`src/rtl/drec_multitrack_ctrl.sv`:
```
// Multi-track sample recorder/player: paces ADC/DAC off a divided tick
// and maps TRACKS address regions onto the SDRAM host FIFOs.
module drec_multitrack_ctrl #(
  parameter int ADDR_WIDTH = 24,
  parameter int DATA_WIDTH = 16,
  parameter int TRACKS     = 4,
  parameter int SAMPLE_DIV = 25,
  localparam int TB    = $clog2(TRACKS),
  localparam int OFF_W = ADDR_WIDTH - TB
) (
  input  logic                  clk,
  input  logic                  rst_n,
  input  logic                  ctl_play,
  input  logic                  ctl_rec,
  input  logic                  ctl_stop,
  input  logic [TB-1:0]         ctl_track,
  input  logic                  ctl_loop,
  output logic                  ctl_ack,
  input  logic [DATA_WIDTH-1:0] adc_data,
  output logic                  adc_enable,
  output logic [DATA_WIDTH-1:0] dac_data,
  output logic                  dac_enable,
  output logic [ADDR_WIDTH-1:0] sdram_wr_addr,
  output logic [DATA_WIDTH-1:0] sdram_wr_data,
  output logic                  sdram_wr_enable,
  output logic [ADDR_WIDTH-1:0] sdram_rd_addr,
  output logic                  sdram_rd_enable,
  input  logic [DATA_WIDTH-1:0] sdram_rd_data,
  input  logic                  sdram_rd_data_rdy,
  output logic                  sdram_rd_data_ack,
  output logic [7:0]            display
);
  localparam int CW = $clog2(SAMPLE_DIV);
  localparam logic [CW-1:0] CMAX = CW'(SAMPLE_DIV - 1);
  localparam logic [OFF_W-1:0] FULL_AT = {OFF_W{1'b1}} - OFF_W'(2);

  typedef enum logic [1:0] {
    IDLE = 2'b00,
    REC  = 2'b01,
    PLAY = 2'b10
  } state_t;

  state_t state, state_n;
  logic [CW-1:0] cnt;
  logic [OFF_W-1:0] offset, offset_n, len_cur, len_val;
  logic [OFF_W-1:0] lengths [TRACKS];
  logic [TB-1:0] track, track_n;
  logic underrun, underrun_n, pending, pending_n;
  logic tick, stop_acc, start_acc, go, pend_eff, len_we;
  logic rec_tick, under_tick, play_tick;
  logic ack_n, adc_en_n, wr_en_n, rd_en_n, dac_en_n, rd_ack_n;
  logic [ADDR_WIDTH-1:0] wr_addr_n, rd_addr_n;
  logic [DATA_WIDTH-1:0] wr_data_n, dac_data_n;

  assign tick      = (cnt == CMAX);
  assign len_cur   = lengths[track];
  assign stop_acc  = ctl_stop;
  assign start_acc = !ctl_stop && (ctl_rec || ctl_play)
                     && (state == IDLE) && !pending;
  assign go        = tick && !stop_acc && !start_acc;
  // a word landing on the tick edge still counts as on time
  assign pend_eff   = pending && !sdram_rd_data_rdy;
  assign rec_tick   = go && (state == REC);
  assign under_tick = go && (state == PLAY) && pend_eff;
  assign play_tick  = go && (state == PLAY) && !pend_eff;

  assign display = {state[0], state[1], underrun, 1'b0,
                    offset[OFF_W-1 -: 4]};

  always_comb begin
    state_n    = state;
    offset_n   = offset;
    track_n    = track;
    underrun_n = underrun;
    pending_n  = pending;
    len_we     = 1'b0;
    len_val    = offset;
    ack_n      = ctl_play | ctl_rec | ctl_stop;
    adc_en_n   = 1'b0;
    wr_en_n    = 1'b0;
    rd_en_n    = 1'b0;
    dac_en_n   = 1'b0;
    rd_ack_n   = 1'b0;
    wr_addr_n  = sdram_wr_addr;
    wr_data_n  = sdram_wr_data;
    rd_addr_n  = sdram_rd_addr;
    dac_data_n = dac_data;
    if (sdram_rd_data_rdy) begin
      rd_ack_n  = 1'b1;
      pending_n = 1'b0;
      if (pending && state == PLAY && !stop_acc) begin
        dac_en_n   = 1'b1;
        dac_data_n = sdram_rd_data;
      end
    end
    unique case (1'b1)
      stop_acc: begin
        if (state == REC) len_we = 1'b1;
        state_n    = IDLE;
        offset_n   = '0;
        underrun_n = 1'b0;
      end
      start_acc: begin
        state_n    = ctl_rec ? REC : PLAY;
        track_n    = ctl_track;
        offset_n   = '0;
        underrun_n = 1'b0;
      end
      rec_tick: begin
        adc_en_n  = 1'b1;
        wr_en_n   = 1'b1;
        wr_data_n = adc_data;
        wr_addr_n = {track, offset};
        offset_n  = offset + 1'b1;
        if (offset == FULL_AT) begin
          state_n = IDLE;
          len_we  = 1'b1;
          len_val = offset + 1'b1;
        end
      end
      under_tick: begin
        underrun_n = 1'b1;
        dac_en_n   = 1'b1;
      end
      play_tick: begin
        if (len_cur == '0) begin
          state_n = IDLE;
        end else if (offset != len_cur) begin
          rd_en_n   = 1'b1;
          rd_addr_n = {track, offset};
          offset_n  = offset + 1'b1;
          pending_n = 1'b1;
        end else if (ctl_loop) begin
          rd_en_n   = 1'b1;
          rd_addr_n = {track, {OFF_W{1'b0}}};
          offset_n  = OFF_W'(1);
          pending_n = 1'b1;
        end else begin
          state_n = IDLE;
        end
      end
      default: ;
    endcase
  end

  always_ff @(posedge clk or negedge rst_n) begin
    if (!rst_n) begin
      state             <= IDLE;
      cnt               <= '0;
      offset            <= '0;
      track             <= '0;
      underrun          <= 1'b0;
      pending           <= 1'b0;
      for (int i = 0; i < TRACKS; i++) lengths[i] <= '0;
      ctl_ack           <= 1'b0;
      adc_enable        <= 1'b0;
      dac_enable        <= 1'b0;
      dac_data          <= '0;
      sdram_wr_enable   <= 1'b0;
      sdram_wr_addr     <= '0;
      sdram_wr_data     <= '0;
      sdram_rd_enable   <= 1'b0;
      sdram_rd_addr     <= '0;
      sdram_rd_data_ack <= 1'b0;
    end else begin
      state             <= state_n;
      cnt               <= tick ? '0 : cnt + 1'b1;
      offset            <= offset_n;
      track             <= track_n;
      underrun          <= underrun_n;
      pending           <= pending_n;
      if (len_we) lengths[track] <= len_val;
      ctl_ack           <= ack_n;
      adc_enable        <= adc_en_n;
      dac_enable        <= dac_en_n;
      dac_data          <= dac_data_n;
      sdram_wr_enable   <= wr_en_n;
      sdram_wr_addr     <= wr_addr_n;
      sdram_wr_data     <= wr_data_n;
      sdram_rd_enable   <= rd_en_n;
      sdram_rd_addr     <= rd_addr_n;
      sdram_rd_data_ack <= rd_ack_n;
    end
  end
endmodule

```
`config.mk`:
```
export PLATFORM = sky130hd
export DESIGN_NAME = drec_multitrack_ctrl
export DESIGN_NICKNAME = d
export VERILOG_FILES = /design/src/rtl/drec_multitrack_ctrl.sv
export SDC_FILE = /design/constraint.sdc
export NUM_CORES = 1
export LEC_CHECK = 0
export ABC_AREA = 1
export CORE_ASPECT_RATIO = 0.5
export CORE_MARGIN = 1.5
export CORE_UTILIZATION = 54
export DETAILED_ROUTE_END_ITERATION = 16
export GPL_TIMING_DRIVEN = 0
export PLACE_DENSITY = 0.78
export SYNTH_ARGS = -nofsm -noshare
export SYNTH_HDL_FRONTEND = slang
export SYNTH_SLANG_ARGS = --single-unit
```
`constraint.sdc`:
```
create_clock -name clk -period 6.2 [get_ports clk]
set_input_delay 0.62 -clock clk [delete_from_list [all_inputs] [get_ports clk]]
set_output_delay 0.62 -clock clk [all_outputs]
set_load 0.005 [all_outputs]
```
# Yosys cells after proc, flatten, opt, wreduce, memory -nomap -nowiden
# Cells that the tools add are included.
# classes
muxes	39
shifts	0
n_eq_ne	10
div	0
bitwise_logic	4
add_sub_neg	2
n_mul	0
reduce_logical	30
magnitude_cmp	2
# op_table
op	count
$mux W22	8
$bwmux W88	1
$pmux W22 S3	1
$mux W24	2
$bmux W22 S2	1
$demux W22 S2	1
$add A22 B1 Y22 const B	1
$eq A22 B22 Y1 const B	1
$logic_not A22 Y1	1
$ne A22 B22 Y1	1
$mux W1	16
$logic_and A1 B1 Y1	13
$mux W2	5
$pmux W2 S4	1
$ne A3 B2 Y1 const B	2
$reduce_and A3 Y1	2
$add A5 B1 Y5 const B	1
$eq A5 B5 Y1 const B	1
$logic_not A1 Y1	5
$mux W5	1
$pmux W1 S2	2
$reduce_and A4 Y1	1
$reduce_bool A2 Y1	2
$reduce_bool A4 Y1	1
other kinds (15)	16
# word_totals
input_bits	41
romBits	0
memories	0
regBits	206
output_inout_bits	94
ramBits	0
latch_bits	0
word_cells	106

# Longest topological paths before layout
# logic_depth
depth_word	10
ltp_mapped	18
mapped_depth_nobuf	16

# Worst setup path before layout
# No wires, ideal clock.
# synth_path
path_kind	flip-flop to flip-flop
start	reg cnt[0]
end	reg lengths[73] (netlist bit)
arrival_time_ns	1.986
n_path_buf	1
slack_ns	4.082
period_less_slack_ns	2.118
stages_incl_launch_ff	13
required_ns	6.068
setup_ns	0.132
path_cell_list	dfrtp_1 -> inv_1 -> ha_1 -> inv_1 -> nor3_2 -> inv_1 -> nor2_1 -> nand3_1 -> nor2_2 -> a21oi_2 -> nor2_4 -> clkbuf_1 -> o21ai_0
# synth_between
elab_chain_cells	6
elab_cells_between_ends	7
classes_between	eq/ne: 1; mux: 3; reduce/logical: 3
# synth_lines
item	line_no	source
start, declared	44	logic [CW-1:0] cnt;
start signal, assigned	167	cnt <= tick ? '0 : cnt + 1'b1;
$eq A5 B5 Y1 (*)	55	assign tick = (cnt == CMAX);
$logic_and A1 B1 Y1 (*) (2 in a row)	60	assign go = tick && !stop_acc && !start_acc;
$logic_and A1 B1 Y1 (*)	63	assign rec_tick = go && (state == REC);
$mux W22	96	unique case (1'b1)
$bwmux W88	172	if (len_we) lengths[track] <= len_val;
end signal, assigned by index	172	
end, declared	46	logic [OFF_W-1:0] lengths [TRACKS];
# Every way passes the cells marked *; elsewhere a longest branch is shown, timed or not.
# A chain may end at the register's enable or synchronous reset.

# Worst setup path in the final report
# layout_path
start	reg cnt[0]
end	reg lengths[74] (netlist bit)
# Same word-level chain as after synthesis.

==> results.py <==
metrics = {
    "outcome": {
        "status": "finished, final reports clean",
    },
    "finish": {
        "antenna_cells": 0,
        "seqCellArea_mm2": 0.005155,
        "fin_util_pct": 68.12,
        "instances_no_fill": 1753,
        "drive_above_1_share_pct": 7.898,
        "n_fill_cell": 1563,
        "multi_input_area_mm2": 0.004309,
        "area_growth_pct": 23.18,
        "final_nets": 1527,
    },
    "cts": {
        "clock_sinks": 206,
        "cts_setup_buffers": 0,
        "cts_tree": "built",
        "clock_path_buffers": 3,
        "htreeDepth": 1,
        "cts_buffers": 20,
        "worstSkewPairLatency_ps": 510,
        "cts_root_buf": "clkbuf_16",
        "clk_pin_slew_ps": 60,
        "cts_resized": 0,
        "postCtsHoldBufs": 0,
    },
    "worst_setup_path": {
        "critPathArrivalTime_ps": 3540,
        "cp-end-kind": "register",
        "rr_worst_depth": 13,
        "worstSetupStartpoint": "cnt[0]$_DFF_PN0_",
        "worstPathMaxFanout": 10,
        "critPathKind": "reg -> reg",
        "worstPathRequired_ps": 6570,
        "r2r-start": "cnt[0]$_DFF_PN0_",
        "rr_endpoint": "lengths[74]$_DFFE_PN0P_",
        "crit_end": "lengths[74]$_DFFE_PN0P_",
        "r2r_slack_ps": 3030,
        "critPathLaunchType": "register",
    },
    "synthesis": {
        "synthTopCellsByArea": "dfrtp_1 (50%), nand2_1 (19%), o21ai_0 (6.9%)",
        "synthTopCellsByCount": "nand2_1 (523), dfrtp_1 (206), o21ai_0 (140)",
        "synth.ff_latch_count": 206,
        "synth_cells": 1326,
        "yosys_most_used_dff": "dfrtp_1",
        "synth_warnings": 0,
        "syn-mean-instance-area_um2": 7.707,
        "yosysTopAreaCell": "dfrtp_1",
        "synthArstFlopShare_pct": 100.0,
        "synth_top_area_share_pct": 50.44,
        "synth_edf_count": 0,
        "yosysMostFrequentCell": "nand2_1",
        "ys_seq_area_share_pct": 50.44,
        "netlist_area_mm2": 0.01022,
        "synth_nets": 1371,
        "synth.distinct_cells": 31,
    },
    "route": {
        "vias_per_cell": 5.585,
        "antenna_left": 0,
        "routed_wl_um": 31800,
        "via_count": 9791,
        "drc": 0,
        "first_iter_violations": 1140,
        "dr.pass1.iters": 5,
        "wl_per_cell_um": 18.14,
    },
    "sta": {
        "hold_viol": 0,
        "finalCriticalPeriod_ps": 3169,
        "setup_viol": 0,
        "fin_skew_ps": 22.50,
        "worst_slew_pin_slew_ps": 730.2,
        "rsz0062_at_grt": "false",
        "finalSetupTns_ps": 0,
        "fin_crit_sh_pct": 51.11,
        "drv_slew": 0,
        "slew_headroom_pct": 51.32,
        "fmax_mhz": 315.5,
    },
    "power": {
        "intPower_mw": 2.434,
        "p_comb_share_pct": 21.8,
        "swShare_pct": 31.85,
        "seqPwrFrac_pct": 41.6,
        "p_switching_mw": 1.137,
        "p_clk_share_pct": 36.5,
        "p_leak_nw": 6.538,
        "peakVddDrop_uv": 158.0,
        "p_per_area_mw_per_mm2": 283.7,
    },
    "global_route": {
        "grt_pass1_vias": 9285,
        "antenna_found_initial": 1,
        "grt-ovfl-total": 0,
        "grt_start_max_net_pins": 121,
        "grt.total_usage_pct": 33.15,
        "grt_pass1_wl_um": 50700,
    },
    "placed_design": {
        "dp_hpwl_um": 23050,
        "placed_cells": 1719,
        "place.gp.congestion": 0.9265,
        "numPortBuffers": 133,
    },
    "floorplanning": {
        "die_w_um": 197.6,
        "fp.dieH_um": 100.3,
        "design.die.area_mm2": 0.01981,
        "ios": 135,
        "placementRows": 35,
        "core_area_mm2": 0.01848,
        "initial_core_util_pct": 55.30,
    },
    "flow_run": {
        "drv_cap": 0,
    },
    "hold_path": {
        "hp-class": "in -> async",
    },
}
flip-flops by register name (all words and copies together) (netlist names):
| signal | flops |
|---|---|
| lengths | 88 |
| sdram_rd_addr | 24 |
| sdram_wr_addr | 24 |
| offset | 22 |
| dac_data | 16 |
| sdram_wr_data | 16 |
| cnt | 5 |
| state | 2 |
| track | 2 |
| ctl_ack | 1 |
| dac_enable | 1 |
| pending | 1 |
| sdram_rd_data_ack | 1 |
| sdram_rd_enable | 1 |
| sdram_wr_enable | 1 |
| underrun | 1 |
logic make-up after synthesis:
family / count (synthesis) / synth area share, %
AO/OA/AOI/OAI: 162 / 7.995
XOR/XNOR: 20 / 1.714
adder cells (fa/ha/maj): 4 / 0.4897
buffers and inverters: 164 / 7.395
flip-flops: 206 / 50.44
multiplexers: 16 / 1.763
other: 1 / 0.03669
AND/OR/NAND/NOR: 753 / 30.17
worst max-delay path: stages, from the launching register on:
cell     delay (ps)
dfrtp_1         410
inv_1            70
ha_1            130
inv_1            40
nor3_2          260
inv_1           190
nor2_1          230
nand3_1         180
nor2_2          330
inv_1           210
nor2_2          510
nor2_1          240
nand2_1         130
o21ai_0          90
layout by cell type (no fill, tap or decap), types with 2 or more instances in the layout:
cell,count
nand2_1,523
dfrtp_1,206
o21ai_0,140
clkdlybuf4s50_1,132
nor2_1,90
inv_1,84
nand3_1,82
nand4_1,34
buf_2,32
clkbuf_1,28
clkbuf_16,21
xor2_1,20
mux2_2,16
o21ai_1,14
buf_4,12
nor3_1,7
buf_6,7
a21oi_1,6
nor2_2,5
nand2_2,5
ha_1,4
clkinv_2,4
bufinv_16,3
nor3_2,2
inv_2,2
buf_1,2
metrics by stage:
stage	setup slack [ps]	hold slack (ps)	power (mW)	area, um2
after floorplan	4082	324.4	1.967	10220
after global routing	2811	174.3	3.715	12590
after global placement	-3994	462.4	2.242	11880
final	3031	126.6	3.571	12590
after detailed placement	2932	468.1	2.261	11910
after CTS	3129	150.5	3.549	12590
final cells by class:
class	instances	share of cell area (%)
buffer	77	3.389
clock buffer	26	4.403
clock inverter	8	1.004
inverter	87	2.614
multi-input combinational	956	34.23
sequential	206	40.95
tap	259	2.574
timing repair buffer	134	10.83
metal layers:
layer | GRT usage, % | share of wire, %
met1 | 49.37 | 43
met2 | 47.13 | 41
met3 | 9.980 | 14
met4 | 8.397 | 2.0
met5 | 0 | 0
power by group through the flow:
| stage | logic [mW] | clock network [mW] | registers, mW |
|---|---|---|---|
| 4_1_cts | 0.753 | 1.31 | 1.49 |
| 6_report | 0.779 | 1.30 | 1.49 |
| 3_5_place_dp | 0.751 | 0 | 1.51 |
| 2_1_floorplan | 0.465 | 0 | 1.50 |
| 3_3_place_gp | 0.730 | 0 | 1.51 |
| 5_1_grt | 0.848 | 1.37 | 1.50 |
how the worst min path moves through the flow:
stage,startpoint,end,slack (ps),cells after the start
2_1_floorplan,rst_n,cnt[0]$_DFF_PN0_,320,0
3_3_place_gp,sdram_wr_data[5]$_DFFE_PN0P_,sdram_wr_data[5]$_DFFE_PN0P_,460,2
3_5_place_dp,sdram_wr_data[1]$_DFFE_PN0P_,sdram_wr_data[1]$_DFFE_PN0P_,470,2
4_1_cts,rst_n,sdram_wr_data[15]$_DFFE_PN0P_,150,1
5_1_grt,rst_n,dac_data[2]$_DFFE_PN0P_,170,1
6_report,rst_n,dac_data[3]$_DFFE_PN0P_,130,1
No activity file was read; power rests on OpenSTA's default activity.
